--- src/rtl/sync_tx_pkg.sv ---
// Shared types for the sync_tx_arbiter slice: FSM state encoding and counter sizing.
package sync_tx_pkg;

    typedef enum logic [1:0] {
        ST_IDLE    = 2'd0,
        ST_LAUNCH  = 2'd1,
        ST_HOLD    = 2'd2,
        ST_ACK_LOW = 2'd3
    } sync_tx_state_t;

    // Phase counter must reach max(en, hold) without wrapping.
    function automatic int cnt_width(input int en, input int hold);
        int m;
        m = (en > hold) ? en : hold;
        return ($clog2(m + 1) > 0) ? $clog2(m + 1) : 1;
    endfunction

endpackage

--- src/rtl/rr_arbiter.sv ---
// Round-robin arbiter: one-hot pick searching from the slot after the last winner.
module rr_arbiter #(
    parameter int NUM_REQ = 4
) (
    input  logic               clk,
    input  logic               reset,
    input  logic [NUM_REQ-1:0] req,
    input  logic               update,
    output logic [NUM_REQ-1:0] gnt_next
);

    localparam int IW = (NUM_REQ > 1) ? $clog2(NUM_REQ) : 1;

    logic [IW-1:0] ptr;
    logic [IW-1:0] win_idx;
    logic          found;
    int            j;

    // NOTE: every signal assigned here gets a default first, so no latch is inferred.
    always_comb begin
        gnt_next = '0;
        win_idx  = ptr;
        found    = 1'b0;
        j        = 0;
        for (int i = 1; i <= NUM_REQ; i++) begin
            j = int'(ptr) + i;
            if (j >= NUM_REQ) j = j - NUM_REQ;
            if (!found && req[j]) begin
                found       = 1'b1;
                gnt_next[j] = 1'b1;
                win_idx     = IW'(j);
            end
        end
    end

    // Pointer starts at the last index so requester 0 wins first after reset.
    always_ff @(posedge clk or negedge reset) begin
        if (!reset)
            ptr <= IW'(NUM_REQ - 1);
        else if (update)
            ptr <= win_idx;
    end

endmodule

--- src/rtl/sync_tx_arbiter.sv ---
// Source-side sequencer sharing one data_sync crossing between NUM_REQ requesters.
// Define SYNC_TX_ACK_EN for the four-phase ack_sync handshake instead of fixed timing.
module sync_tx_arbiter
    import sync_tx_pkg::*;
#(
    parameter int NUM_REQ     = 4,
    parameter int BUS_WIDTH   = 8,
    parameter int EN_CYCLES   = 2,
    parameter int HOLD_CYCLES = 4
) (
    input  logic                         clk,
    input  logic                         reset,
    input  logic [NUM_REQ-1:0]           req,
    input  logic [NUM_REQ*BUS_WIDTH-1:0] req_data,
`ifdef SYNC_TX_ACK_EN
    input  logic                         ack_sync,
`endif
    output logic [NUM_REQ-1:0]           grant,
    output logic [BUS_WIDTH-1:0]         Unsync_bus,
    output logic                         bus_enable,
    output logic                         busy
);

    localparam int CW = cnt_width(EN_CYCLES, HOLD_CYCLES);

    sync_tx_state_t       state, state_next;
    logic [CW-1:0]        cnt, cnt_next;
    logic [NUM_REQ-1:0]   gnt_next;
    logic [BUS_WIDTH-1:0] word;
    logic                 capture;
    logic                 be_next;
    logic                 ack_hi;

`ifdef SYNC_TX_ACK_EN
    assign ack_hi = ack_sync;
`else
    assign ack_hi = 1'b0;
`endif

    rr_arbiter #(.NUM_REQ(NUM_REQ)) u_rr (
        .clk      (clk),
        .reset    (reset),
        .req      (req),
        .update   (capture),
        .gnt_next (gnt_next)
    );

    always_comb begin
        word = '0;
        for (int k = 0; k < NUM_REQ; k++)
            if (gnt_next[k]) word = word | req_data[k*BUS_WIDTH +: BUS_WIDTH];
    end

    // A capture also waits for a stale ack to fall; ack_hi is tied low without the handshake.
    assign capture = (state == ST_IDLE) && (|req) && !ack_hi;

    // NOTE: sequential state uses non-blocking assignments so all flops update together.
    always_ff @(posedge clk or negedge reset) begin
        if (!reset) begin
            state <= ST_IDLE;
            cnt   <= '0;
        end else begin
            state <= state_next;
            cnt   <= cnt_next;
        end
    end

    always_comb begin
        state_next = state;
        cnt_next   = (cnt == {CW{1'b1}}) ? cnt : cnt + 1'b1;
        case (state)
            ST_IDLE: begin
                cnt_next = '0;
                if (capture) state_next = ST_LAUNCH;
            end
`ifdef SYNC_TX_ACK_EN
            ST_LAUNCH:  if (ack_hi)  state_next = ST_ACK_LOW;
            ST_ACK_LOW: if (!ack_hi) state_next = ST_IDLE;
`else
            ST_LAUNCH: if (cnt == CW'(EN_CYCLES - 1)) begin
                state_next = ST_HOLD;
                cnt_next   = '0;
            end
            ST_HOLD: if (cnt == CW'(HOLD_CYCLES - 1)) state_next = ST_IDLE;
`endif
            default: state_next = ST_IDLE;
        endcase
    end

    always_comb begin
        be_next = 1'b0;
        case (state)
            ST_IDLE:   be_next = capture;
`ifdef SYNC_TX_ACK_EN
            ST_LAUNCH: be_next = !ack_hi;
`else
            ST_LAUNCH: be_next = (cnt != CW'(EN_CYCLES - 1));
`endif
            default:   be_next = 1'b0;
        endcase
    end

    // Outputs are registered so data_sync sees a glitch-free enable edge.
    always_ff @(posedge clk or negedge reset) begin
        if (!reset) begin
            grant      <= '0;
            Unsync_bus <= '0;
            bus_enable <= 1'b0;
        end else begin
            grant      <= capture ? gnt_next : '0;
            bus_enable <= be_next;
            if (capture) Unsync_bus <= word;
        end
    end

    assign busy = (state != ST_IDLE);

endmodule

--- config.mk ---
export PLATFORM = sky130hd
export DESIGN_NAME = sync_tx_arbiter
export DESIGN_NICKNAME = d
export VERILOG_FILES = /design/src/rtl/sync_tx_pkg.sv /design/src/rtl/rr_arbiter.sv /design/src/rtl/sync_tx_arbiter.sv
export SDC_FILE = /design/constraint.sdc
export NUM_CORES = 1
export LEC_CHECK = 0
export CORE_MARGIN = 5
export CORE_UTILIZATION = 41
export CTS_CLUSTER_SIZE = 40
export DETAILED_ROUTE_END_ITERATION = 7
export MAX_ROUTING_LAYER = met4
export PLACE_DENSITY = 0.72
export SYNTH_ARGS = -nofsm -noshare
export SYNTH_HDL_FRONTEND = slang
export SYNTH_SLANG_ARGS = --single-unit
--- constraint.sdc ---
create_clock -name clk -period 3.1 [get_ports clk]
set_input_delay 0.465 -clock clk [delete_from_list [all_inputs] [get_ports clk]]
set_output_delay 0.465 -clock clk [all_outputs]
set_load 0.1 [all_outputs]
# Word-level counts from Yosys, hierarchy flattened
# Index checks and enable logic that the tools add are counted.
# Widths: inputs -> output; s select.
# op_classes
mux	48
eq_ne	9
bitwise_logic	6
n_lt_le_gt_ge	12
reduce_logical	17
addsub	9
# op_table
cell	count
$ge 32x1->1 const B	4
$ge 32x4->1 const B	4
$lt 32x4->1 const B	4
$mux 32	4
$sub 32x4->32 const B	4
$mux 8	4
$or 8x8->8	3
$mux 4	5
$mux 1	15
$mux 2	7
$or 4x4->4	3
$bmux 1 s2	4
$demux 1 s2	4
$logic_and 1x1->1	8
$add 2x2->3 const B	2
$mux 3	2
$ne 2x2->1 const B	3
$pmux 2 s3	1
$pmux 3 s2	1
$add 2x3->4 const B	1
$reduce_bool 4->1	1
$reduce_or 4->1	1
$add 2x1->3 const B	1
$add 3x1->3 const B	1
other kinds (12)	14
# totals
reg_bits	20
out_inout_bits	14
in_bits	38

# Logic depth before layout (Yosys ltp)
# Gate-level depths: netlist (run 1).
# logic_depth
word_depth	23
mapped_depth	10
depth_no_buf	8

# Hierarchy
# A second synthesis (run 1) with hierarchy kept.
# hier_totals
hier_cells	155
area_unflattened_um2	1610.3
# modules_own_cells
module	n_inst	cells_each	area_each_um2	seq_area_each_um2
sync_tx_arbiter	1	83	938.4	450.4
rr_arbiter	1	72	671.9	52.6

# Least setup slack after synthesis (run 1)
# OpenSTA, ideal clock, no wires.
# synth_timing
kind	register to register
startpoint	reg u_rr.ptr[0]
endpoint	reg Unsync_bus[0]
path_slack_ns	0.549
path_buffers	2
setup_ns	0.136
synth_period_minus_slack_ns	2.551
stages_incl_launch_ff	11
arrival_time_ns	2.415
path_cell_list	dfstp_2 buf_6 inv_1 ha_1 clkbuf_2 mux4_1 nor2b_2 a221oi_2 nor2_2 a221oi_1 a31oi_1
# synth_via
elab_chain_len	23
word_cells_on_any_way	71
cone_classes	add/sub (8); order compare (12); mux (35); bitwise (6); reduce/logical (10)
# synth_lines
item	line_no	source
from (decl)	rr_arbiter.sv:14	logic [IW-1:0] ptr;
from (signal assigned)	rr_arbiter.sv:39	ptr <= IW'(NUM_REQ - 1);
from (signal assigned)	rr_arbiter.sv:41	ptr <= win_idx;
parallel branches: the longest is 15 deep, another holds $sub 32x4->32	n/a	
$mux 4 *	rr_arbiter.sv:28	if (!found && req[j]) begin
$mux 8	sync_tx_arbiter.sv:51	if (gnt_next[k]) word = word | req_data[k*BUS_WIDTH +: BUS_WIDTH];
$or 8x8->8	sync_tx_arbiter.sv:51	
$mux 8	sync_tx_arbiter.sv:51	
$or 8x8->8	sync_tx_arbiter.sv:51	
$mux 8	sync_tx_arbiter.sv:51	
$or 8x8->8	sync_tx_arbiter.sv:51	
$mux 8 *	sync_tx_arbiter.sv:51	
to (signal assigned)	sync_tx_arbiter.sv:112	if (capture) Unsync_bus <= word;
to (decl)	sync_tx_arbiter.sv:19	output logic [BUS_WIDTH-1:0] Unsync_bus,
# Every way passes the cells marked *. The select of a mux whose other input is x is not followed.
# A chain may end at the register's enable or synchronous reset.

# Final worst setup path (run 1)
# layout_timing
startpoint	reg u_rr.ptr[1]
endpoint	reg Unsync_bus[7]
# The elaborated chain is that of the path after synthesis.

==> impl_metrics.json, run 1 <==
{
  "post_cts_buffers": 0,
  "die_w_um": 73.6,
  "synth_simple_gate_area_share": 0.170,
  "numPortBuffers": 51,
  "hpwl_um": 3570,
  "num_io_pins": 52,
  "hold_end": "Unsync_bus[5]",
  "coreArea_um2": 3970,
  "max-slew-margin-rel": 0.383,
  "drv_slew": 0,
  "vias_per_cell": 5.82,
  "synth_compound_area_frac": 0.315,
  "rsz0062_at_grt": "false",
  "dieArea_um2": 5420,
  "ys.flop_type": "dfrtp_1",
  "groute.usage.overall": 0.185,
  "cp.required_ps": 3240,
  "max-cap-violations": 0,
  "syn2layout_area_growth_pct": 32.7,
  "grt_max_degree": 21,
  "grt_pass1_wl_um": 7620,
  "first_global_vias": 1561,
  "cts_resized": 0,
  "rr_endpoint": "Unsync_bus[7]",
  "antenna_found_initial": 0,
  "synth_common_cells": "nor2_1, dfrtp_1, a21oi_1, a22oi_1, nand2_1",
  "clock.fmax_ghz": 0.363,
  "final-setup-viol-count": 0,
  "layout_setup_ws_ps": 343,
  "yosys.area.top_type": "dfrtp_1",
  "cts-root-buf": "clkbuf_8",
  "dr_total_vias": 1629,
  "cts_tree": "done",
  "worst-endpoint-arrival_ps": 2900,
  "ys_seq_area_frac": 0.303,
  "tns_ps": 0,
  "die_y_um": 73.6,
  "netlist_instances": 184,
  "synth-edff-count": 0,
  "synth-xor-area-share": 0.0106,
  "synth.cell_area_um2": 1660,
  "pre_cts_slack_ps": 369,
  "fin_crit_sh": 0.889,
  "initial_core_util": 0.418,
  "rows": 23,
  "synthMuxAreaShare": 0.0791,
  "finalCriticalPeriod_ps": 2760,
  "yosysMostFrequentCell": "nor2_1",
  "hold_viol": 0,
  "worstHoldPathCells": 2,
  "drt_iter0_drc": 240,
  "rr_worst_depth": 8,
  "synth-seq-cells": 20,
  "drc": 0,
  "synth_top_family_by_area": "compound AO/OA/AOI/OAI gates",
  "cts.sinks": 20,
  "endpoint_kind": "flip-flop",
  "diodes": 0,
  "setup.worst_path.class": "flip-flop to flip-flop",
  "ys_types": 44,
  "synth_warnings": 0,
  "worstHoldPathType": "flip-flop to flip-flop",
  "cts_max_path_buffers": 2,
  "start_kind": "flip-flop",
  "path_max_fanout": 14,
  "r2r_slack_ps": 340,
  "worstReg2RegStart": "u_rr.ptr[1]",
  "synth_nets": 231,
  "cts_max_level": 1,
  "layout-drive-gt1-share": 0.165,
  "yosysTopAreaCellShare": 0.271,
  "fin_nets": 278,
  "syn-mean-instance-area_um2": 9.02,
  "hold_buffers": 0,
  "synthTopCellsByArea": "dfrtp_1, ha_1, a22oi_1",
  "clk_pin_slew_ps": 80,
  "routed_wl_um": 4770,
  "tightest_slew_ps": 923,
  "hp-start": "Unsync_bus[5]",
  "gr-total-overflow": 0,
  "firstDrtPassIters": 5,
  "utilization": 0.555,
  "clk-insertion-delay-late_ps": 260,
  "finClkSkew_ps": 5.93,
  "status": "finished, final reports clean",
  "ant_nets": 0,
  "gp_congestion": 0.896,
  "synthArstFlopShare": 1.00,
  "cts_buffers": 3,
  "hold_ws_ps": 537,
  "synth_fa_ha_area_frac": 0.0678,
  "routedWlPerCell_um": 17.0
}
## area by class of cell
| type | count | area (um^2) |
|---|---|---|
| inverter | 5 | 18.8 |
| multi-input combinational | 147 | 1070 |
| timing repair buffer | 54 | 498 |
| tap | 50 | 62.6 |
| sequential | 20 | 503 |
| fill | 353 | 1770 |
| clock buffer | 4 | 55.1 |
## through the flow
step	instance area, um^2	std cells
CTS	2200	280
finish	2200	280
global route	2200	280
floorplan	1660	184
global placement	2150	276
detailed placement	2150	276
## critical path: stages (launching register included)
cell      delay [ps]
dfstp_2          690
inv_1            150
ha_1             440
mux4_1           330
nor2b_2          190
a221oi_2         230
nor2_2           140
a222oi_1         360
a21oi_1          120
## registers in the layout, indices dropped and copies added, names as in the netlist, named ones only
register and count:
Unsync_bus 8, grant 4, cnt 2, state 2, u_rr.ptr 2, bus_enable 1
## cells in the final DEF, fill, tap and decap left out, types with 3 or more instances in the layout
| cell type | n |
|---|---|
| inv_1 | 5 |
| nand2_1 | 12 |
| buf_4 | 17 |
| a22oi_1 | 14 |
| ha_1 | 9 |
| a221oi_1 | 8 |
| a222oi_1 | 6 |
| clkbuf_8 | 4 |
| dfrtp_1 | 18 |
| nand3b_1 | 3 |
| nor2_1 | 26 |
| o21ai_0 | 11 |
| mux2i_1 | 6 |
| o211ai_1 | 3 |
| nand2b_1 | 4 |
| a21oi_1 | 14 |
| clkdlybuf4s50_1 | 37 |
| a31oi_1 | 3 |
## kinds of logic (layout without fill, tap and decap cells)
| kind of cell | count (synthesis) | after routing |
|---|---|---|
| AOI/OAI and AO/OA | 68 | 68 |
| muxes | 10 | 10 |
| adders and majority gates | 9 | 9 |
| DFF | 20 | 20 |
| buffers and inverters | 17 | 63 |
| xor gates and xnor gates | 2 | 2 |
| and+or+nand+nor | 58 | 58 |
## metal layers
layer	vias to the layer above	GRT usage	share of wire
met5	-	-	0
met4	0	0.0724	0.013
met3	9	0.0438	0.11
met2	81	0.272	0.43
met1	749	0.245	0.45
li1	790	-	-
## how the worst max path moves through the flow
stage / from / end / cells after the start
2_1_floorplan: u_rr.ptr[0] / Unsync_bus[0] / 10
6_report: u_rr.ptr[1] / Unsync_bus[7] / 8
3_3_place_gp: req[2] / Unsync_bus[3] / 7
5_1_grt: u_rr.ptr[1] / Unsync_bus[3] / 8
4_1_cts: u_rr.ptr[1] / Unsync_bus[3] / 8
3_5_place_dp: req[2] / Unsync_bus[3] / 7
Power of run 1 is left out: the tool's default activity adds up to more than one toggle a clock period on the data nets, which glitch-free logic cannot reach.
==> inputs of run 2 (changes only) <==
--- a/config.mk
+++ b/config.mk
@@ -11,6 +11,7 @@
 export DETAILED_ROUTE_END_ITERATION = 7
 export MAX_ROUTING_LAYER = met4
 export PLACE_DENSITY = 0.72
+export SLEW_MARGIN = 20
 export SYNTH_ARGS = -nofsm -noshare
 export SYNTH_HDL_FRONTEND = slang
 export SYNTH_SLANG_ARGS = --single-unit
==> results of run 2 <==
Final layout, timing and power as in run 1 (identical DEF).
Power of run 2 is left out for the same reason.
==> inputs of run 3 (changes only) <==
--- a/config.mk
+++ b/config.mk
@@ -5,7 +5,7 @@
 export SDC_FILE = /design/constraint.sdc
 export NUM_CORES = 1
 export LEC_CHECK = 0
-export CORE_MARGIN = 5
+export CORE_MARGIN = 2
 export CORE_UTILIZATION = 41
 export CTS_CLUSTER_SIZE = 40
 export DETAILED_ROUTE_END_ITERATION = 7
==> run 3 against run 2 <==
  * Wire length is 5.4% lower
  * Setup slack worse by 12 ps
  * Cell area is 0.34% lower
  * Core utilization is 0.21 points higher
  * Clock skew is 8.4 ps higher
  * Non-clock buffer count is 1 higher
  * Final cell count is 0.36% higher
  * First-iteration DRC count is 3.8% higher
  * Critical path type unchanged
  * Largest cell class unchanged
==> impl_metrics.json, run 3 (synthesized netlist as in run 1, its figures left out) <==
{
  "drt_iter0_drc": 249,
  "clock.fmax_ghz": 0.361,
  "layout-drive-gt1-share": 0.169,
  "cts_max_level": 1,
  "critPathTopFamily": "compound AO/OA/AOI/OAI gates",
  "worst-endpoint-arrival_ps": 2890,
  "vias_per_cell": 5.88,
  "drc": 0,
  "gr-total-overflow": 0,
  "ant_nets": 0,
  "top_layer": "met4",
  "worstReg2RegStart": "u_rr.ptr[1]",
  "cp.depth": 8,
  "setup.worst_path.class": "flip-flop to flip-flop",
  "cp.required_ps": 3220,
  "layout_commonest_cell": "clkdlybuf4s50_1",
  "groute.usage.overall": 0.210,
  "numPortBuffers": 51,
  "cts.sinks": 20,
  "firstDrtPassIters": 5,
  "rsz0062_at_grt": "false",
  "num_io_pins": 52,
  "drt-met1-wl_um": 2000,
  "routed_wl_um": 4520,
  "antenna_found_initial": 0,
  "tightest_slew_ps": 474,
  "clk_pin_slew_ps": 80,
  "start_kind": "flip-flop",
  "endpoint_kind": "flip-flop",
  "hold_buffers": 0,
  "routedWlPerCell_um": 16.1,
  "initial_core_util": 0.421,
  "hpwl_um": 3350,
  "grt_max_degree": 21,
  "post_cts_buffers": 0,
  "max-cap-violations": 0,
  "cts_resized": 0,
  "coreArea_um2": 3940,
  "cts_max_path_buffers": 2,
  "diodes": 0,
  "rr_worst_depth": 8,
  "largest_reg_flops": 8,
  "final_cell_mix": "clkdlybuf4s50_1, nor2_1, dfrtp_1, buf_4",
  "fill_cells": 364,
  "tns_ps": 0,
  "regMostFlops": "Unsync_bus",
  "wl_met3_um": 359,
  "fin_nets": 279,
  "grt_pass1_wl_um": 7170,
  "dr_total_vias": 1651,
  "fin_crit_sh": 0.893,
  "wl_met2_um": 2120,
  "first_global_vias": 1541,
  "max-slew-margin-rel": 0.675,
  "clk-insertion-delay-late_ps": 260,
  "dieArea_um2": 4570,
  "final-setup-viol-count": 0,
  "crit_path_cell_trace": "inv_1 > ha_1 > mux4_1 > nor2b_2 > a221oi_2 > nor2_2 > a221oi_1 > a31oi_1",
  "path_max_fanout": 14,
  "die_y_um": 67.6,
  "finalCriticalPeriod_ps": 2770,
  "path_buf_inv": 1,
  "worstHoldPathType": "input port to async pin",
  "status": "finished, final reports clean",
  "finClkSkew_ps": 14.3,
  "hold_viol": 0,
  "cts_buffers": 3,
  "gp_congestion": 0.919,
  "startpoint": "u_rr.ptr[1]",
  "reg_top3": "Unsync_bus (8), grant (4)",
  "rows": 23,
  "drv_slew": 0,
  "slowest_stage": "dfstp_2",
  "cts_tree": "done",
  "cpPeakStageDelay_ps": 690,
  "syn2layout_area_growth_pct": 32.3,
  "cts-root-buf": "clkbuf_8",
  "die_w_um": 67.6
}
==> run 3: cell types whose count changed in the layout (fill, tap and decap cells not counted) <==
cell	delta
clkbuf_1	+1
clkbuf_8	-1
buf_4	+1
buf_2	+1
clkdlybuf4s50_1	-1
==> run 3: stage by stage <==
stage | worst slack, ps | cells | utilization | hold WS, ps | instance area, um^2
2_1_floorplan | 549 | 184 | - | 169 | 1660
3_3_place_gp | 350 | 277 | 0.547 | 517 | 2160
3_5_place_dp | 323 | 277 | 0.547 | 524 | 2160
4_1_cts | 315 | 281 | 0.558 | 546 | 2200
5_1_grt | 123 | 281 | 0.557 | 188 | 2200
6_report | 331 | 281 | 0.557 | 146 | 2200
==> run 3: routing by layer <==
metal / global-route usage / vias up
met3: 0.0383 / 4
met4: 0.0561 / 0
met1: 0.280 / 780
met5: - / -
met2: 0.326 / 75
li1: - / 792
==> run 3: layout make-up <==
type                    instances  area (um^2)  share of cell area
clock buffers                   4         45.0              0.0205
inverters                       5         18.8             0.00855
multi-input cells             147         1070               0.485
flip-flops and latches         20          503               0.229
well taps                      50         62.6              0.0285
repair buffers                 55          500               0.228
==> run 3: final timing paths <==
| path | to | slack [ps] |
|---|---|---|
| max | Unsync_bus[3] | 330 |
| min | grant[0] | 150 |
| max reg2reg | Unsync_bus[3] | 330 |
| min reg2reg | Unsync_bus[5] | 540 |
| max in group asynchronous | u_rr.ptr[1] | 2590 |
| min in group clk | Unsync_bus[5] | 540 |
==> run 3: worst reg2reg max path, stage by stage, from the launching register on <==
cell and delay (ps):
dfstp_2 690, inv_1 150, ha_1 430, mux4_1 310, nor2b_2 180, a221oi_2 250, nor2_2 150, a221oi_1 340
a31oi_1 130
Power of run 3 is left out for the same reason.
==> variant 1 (config.mk and constraints of run 3) <==
Change the parameter `BUS_WIDTH` from 8 to 12.
--- a/src/rtl/sync_tx_arbiter.sv
+++ b/src/rtl/sync_tx_arbiter.sv
@@ -4,7 +4,7 @@
     import sync_tx_pkg::*;
 #(
     parameter int NUM_REQ     = 4,
-    parameter int BUS_WIDTH   = 8,
+    parameter int BUS_WIDTH   = 12,
     parameter int EN_CYCLES   = 2,
     parameter int HOLD_CYCLES = 4
 ) (
Ports: changed (resized Unsync_bus and req_data); port bits go from 52 to 72. The function was not compared with the original's and may differ.
==> variant 1 against run 3 <==
  * Clock skew shrank 11 ps
  * Via count rose by 27%
  * Non-clock buffer count up 29
  * Critical path type unchanged
  * Routed wire length rose by 33%
  * Critical path depth increased by 1
  * Sequential cell count is 4 higher
  * First-iteration DRC count shrank 20%
  * Final area is 26% higher
  * Worst setup slack gained 55 ps
  * Die area rose by 16%
  * Area after synthesis grew 17%
Power is not shown: default switching activity piles up to over one toggle a cycle in this logic, so the estimate is an artifact.
==> variant 1: results (changes against run 3) <==
[status] outcome finished, final reports clean [unchanged]
[critical_path] stage delay of the slowest cell on the critical path 540 ps [was 690 ps]
[yosys] Adder-Cell Fraction of Synth Area 5.78% [was 6.78%]
[placement] IO Port Bufs 71 [was 51]
[critical_path] arrival time reported for the critical path endpoint 2910 ps [was 2890 ps]
[layout] non-clock inverter instance count of the final layout 6 [was 5]
[drt] Avg WL per Cell 17.3 um [was 16.1 um]
[drt] router iterations before antenna repair 6 [was 5]
[layout] FILL cells 421 [was 364]
[layout] count of non-CTS buffers in the layout 84 [was 55]
[layout] final core utilization 59.3% [was 55.7%]
[placement] HPWL Detailed 4380 um [was 3350 um]
[yosys] synth unique cells 41 [was 44]
[yosys] post-synthesis compound-gate area fraction 32.2% [was 31.5%]
[yosys] Avg Inst Size Synth 8.82 um^2 [was 9.02 um^2]
[layout] multi-input combinational cell count 175 [was 147]
[sta] Final Skew 3.70 ps [was 14.3 ps]
[placement] worst-case setup slack after placement 37.6 ps [was 323 ps]
[yosys] Post-synth top cells 24 x sky130_fd_sc_hd__nor2_1, 23 x sky130_fd_sc_hd__nand2_1, 22 x sky130_fd_sc_hd__dfrtp_1, 20 x sky130_fd_sc_hd__a22oi_1, 16 x sky130_fd_sc_hd__a21oi_1 [was 26 x sky130_fd_sc_hd__nor2_1, 18 x sky130_fd_sc_hd__dfrtp_1, 14 x sky130_fd_sc_hd__a21oi_1, 14 x sky130_fd_sc_hd__a22oi_1, 12 x sky130_fd_sc_hd__nand2_1]
[placement] weighted congestion at the end of routability-driven global placement 0.889 [was 0.919]
[layout] fraction of area in multi-input gates 45.3% [was 48.5%]
[critical_path] CP Max Fanout 9 [was 14]
[drt] total wire length 5990 um [was 4520 um]
[drt] via count of the routed design 2,099 [was 1,651]
[yosys] leading cell types by total area after synthesis sky130_fd_sc_hd__dfrtp_1 28%, sky130_fd_sc_hd__a22oi_1 7.7%, sky130_fd_sc_hd__ha_1 5.8% [was sky130_fd_sc_hd__dfrtp_1 27%, sky130_fd_sc_hd__ha_1 6.8%, sky130_fd_sc_hd__a22oi_1 6.3%]
[global_routing] all-layer global routing usage 23.5% [was 21.0%]
[layout] Seq area share 21.8% [was 22.9%]
[global_routing] maximum number of pins on one net before global-route repair 25 [was 21]
[global_routing] global-route wire length before repair 9580 um [was 7170 um]
[placement] cell count after placement 343 [was 277]
[yosys] number of flip-flops and latches in the synthesized netlist 24 [was 20]
[yosys] fraction of synthesized cell area in xor and xnor cells 0.899% [was 1.06%]
[layout] fraction of area in clock buffers and inverters 1.99% [was 2.05%]
## variant 1: layer usage
metal  part of all wire [%]  GRT usage [%]
met1                     42           29.5
met4                   0.37           4.53
met3                    8.0           3.18
met2                     50           40.6
met5                      0              -
## variant 1: worst paths after layout
path | start | endpoint | slack [ps] | cells after the start
worst max-delay path | u_rr.ptr[1] | Unsync_bus[4] | 390 | 9
worst min-delay path | Unsync_bus[11] | Unsync_bus[11] | 540 | 2
worst max register to register | u_rr.ptr[1] | Unsync_bus[4] | 390 | 9
worst min register to register | Unsync_bus[11] | Unsync_bus[11] | 540 | 2
max in group asynchronous | reset | u_rr.ptr[0] | 2250 | 2
min in group asynchronous | reset | Unsync_bus[5] | 560 | 2
## variant 1: worst min-delay path, cell delays in order (launching register included)
cell and delay (ps):
sky130_fd_sc_hd__dfrtp_1 360, sky130_fd_sc_hd__nor2_1 50, sky130_fd_sc_hd__a21oi_1 100
==> variant 2 (config.mk and constraints of run 3) <==
Made on the original files. Re-encode `sync_tx_state_t` (4 states) as one-hot, 4 bits wide.
--- a/src/rtl/sync_tx_pkg.sv
+++ b/src/rtl/sync_tx_pkg.sv
@@ -1,11 +1,11 @@
 // Shared types for the sync_tx_arbiter slice: FSM state encoding and counter sizing.
 package sync_tx_pkg;
 
-    typedef enum logic [1:0] {
-        ST_IDLE    = 2'd0,
-        ST_LAUNCH  = 2'd1,
-        ST_HOLD    = 2'd2,
-        ST_ACK_LOW = 2'd3
+    typedef enum logic [3:0] {
+        ST_IDLE    = 4'b0001,
+        ST_LAUNCH  = 4'b0010,
+        ST_HOLD    = 4'b0100,
+        ST_ACK_LOW = 4'b1000
     } sync_tx_state_t;
 
     // Phase counter must reach max(en, hold) without wrapping.
Check against the original RTL: no difference found for any inputs over 10 cycles, from zero or initial values and one cycle with reset low; not proved beyond that.
==> variant 2 against run 3 <==
  * Final area rose by 5.6%
  * Area after synthesis up 6.0%
  * Die area up 5.6%
  * Maximum frequency is 4.1% higher
  * Sequential cell count increased by 1
  * Worst setup slack gained 110 ps
  * Routed wire length shrank 1.7%
  * Highest routed layer unchanged
Power is left out: the tool's default activity adds up to more than one toggle a clock period on the data nets, which glitch-free logic cannot reach.
==> variant 2: results (changes against run 3) <==
[status] outcome finished, final reports clean [unchanged]
[placement] HPWL Detailed 3330 um [was 3350 um]
[critical_path] arrival time reported for the critical path endpoint 2780 ps [was 2890 ps]
[global_routing] vias in the first global route 1,608 [was 1,541]
[yosys] Post-synth top cells 22 x sky130_fd_sc_hd__o21ai_0, 18 x sky130_fd_sc_hd__dfrtp_1, 15 x sky130_fd_sc_hd__nor2_1, 13 x sky130_fd_sc_hd__a21oi_1, 12 x sky130_fd_sc_hd__o22ai_1 [was 26 x sky130_fd_sc_hd__nor2_1, 18 x sky130_fd_sc_hd__dfrtp_1, 14 x sky130_fd_sc_hd__a21oi_1, 14 x sky130_fd_sc_hd__a22oi_1, 12 x sky130_fd_sc_hd__nand2_1]
[layout] FILL cells 365 [was 364]
[sta] Final Skew 3.40 ps [was 14.3 ps]
[placement] weighted congestion at the end of routability-driven global placement 0.994 [was 0.919]
[yosys] leading cell types by total area after synthesis sky130_fd_sc_hd__dfrtp_1 26%, sky130_fd_sc_hd__ha_1 6.4%, sky130_fd_sc_hd__o21ai_0 6.3% [was sky130_fd_sc_hd__dfrtp_1 27%, sky130_fd_sc_hd__ha_1 6.8%, sky130_fd_sc_hd__a22oi_1 6.3%]
[global_routing] all-layer global routing usage 19.2% [was 21.0%]
[layout] Largest regs Unsync_bus x8, grant x4, state x3 [was Unsync_bus x8, grant x4]
[critical_path] stage delay of the slowest cell on the critical path 630 ps [was 690 ps]
[layout] net total in the final layout 291 [was 279]
[yosys] share of the yosys chip area belonging to registers 30.1% [was 30.3%]
[yosys] synth unique cells 42 [was 44]
[critical_path] Slowest-stage cell, CP sky130_fd_sc_hd__dfstp_2 [unchanged]
[drt] total wire length 4440 um [was 4520 um]
[drt] router iterations before antenna repair 4 [was 5]
[drt] starting DRC count in detailed routing 77 [was 249]
[yosys] share of flip-flops with an asynchronous set or reset after synthesis 100% [unchanged]
[yosys] number of warnings printed during yosys synthesis 0 [unchanged]
[drt] via count of the routed design 1,684 [was 1,651]
[placement] IO Port Bufs 51 [unchanged]
[critical_path] CP Max Fanout 9 [was 14]
[layout] fraction of final layout cells sized beyond drive strength 1 14.4% [was 16.9%]
[clock_tree] clock latency on the worst-skew pair 260 ps [about the same]
[yosys] net count of the mapped netlist 241 [was 231]
[global_routing] maximum number of pins on one net before global-route repair 27 [was 21]
[sta] actual transition at the worst max-transition pin 834 ps [was 474 ps]
[global_routing] global-route wire length before repair 7560 um [was 7170 um]
-- variant 2: cell count changes in the layout (fill, tap and decap cells not counted), sizes merged, moves of 5 or more --
cell / run 3 / this run
o22ai: 0 / 12
a221o: 0 / 8
a221oi: 10 / 2
o21ai: 11 / 22
a21boi: 0 / 8
a22oi: 14 / 1
nand2: 12 / 7
o221ai: 0 / 8
a222oi: 6 / 0
nor2: 28 / 15
and2: 2 / 10
-- variant 2: critical path: cells and delay by family (launching register included) --
kind | cells | cell delay [ps]
buffers and inverters | 1 | 120
AO/OA/AOI/OAI | 5 | 930
flip-flops | 1 | 630
multiplexers | 1 | 460
adder cells (fa/ha/maj) | 1 | 390
-- variant 2: layout make-up --
class,count,area [um^2],area share [%]
Multi-Input combinational cell,155,1150,49.4
Clock inverter,1,5.00,0.216
Sequential cell,21,529,22.8
Tap cell,50,62.6,2.70
Clock buffer,3,41.3,1.78
Inverter,7,26.3,1.13
Timing Repair Buffer,56,508,21.9
-- variant 2: final timing paths --
| path | from | endpoint | slack, ps |
|---|---|---|---|
| worst max-delay path | u_rr.ptr[0] | Unsync_bus[2] | 440 |
| worst min-delay path | reset | grant[1] | 150 |
| worst max register to register | u_rr.ptr[0] | Unsync_bus[2] | 440 |
| worst min register to register | state[0] | state[2] | 530 |
| max in group asynchronous | reset | state[0] | 2590 |
| min in group clk | state[0] | state[2] | 530 |
-- variant 2: per-stage QoR --
| step | std cells | hold slack [ps] | instance area, um^2 | setup slack [ps] |
|---|---|---|---|---|
| after floorplan | 194 | 169 | 1760 | 411 |
| after global routing | 293 | 194 | 2320 | 264 |
| after detailed placement | 289 | 527 | 2280 | 171 |
| after CTS | 293 | 541 | 2320 | 428 |
| final | 293 | 153 | 2320 | 440 |
| after global placement | 289 | 520 | 2280 | 250 |
-- variant 2: cell families (layout without fill, tap and decap cells) --
| group | Yosys count | in the layout | share of synthesized area, % |
|---|---|---|---|
| flip-flops | 21 | 21 | 30.1 |
| adder cells (fa/ha/maj) | 9 | 9 | 6.40 |
| AO/OA/AOI/OAI | 82 | 82 | 33.6 |
| buffers and inverters | 18 | 67 | 4.77 |
| XOR/XNOR | 2 | 2 | 0.996 |
| multiplexers | 9 | 9 | 7.47 |
| AND/OR/NAND/NOR | 53 | 53 | 16.6 |
-- variant 2: routing by layer --
metal | wire [um] | part of all wire (%) | track usage, %
met5 | 0 | 0 | -
met4 | 10 | 0.23 | 2.61
met3 | 325 | 7.3 | 4.65
met2 | 2030 | 46 | 30.3
met1 | 2080 | 47 | 25.8
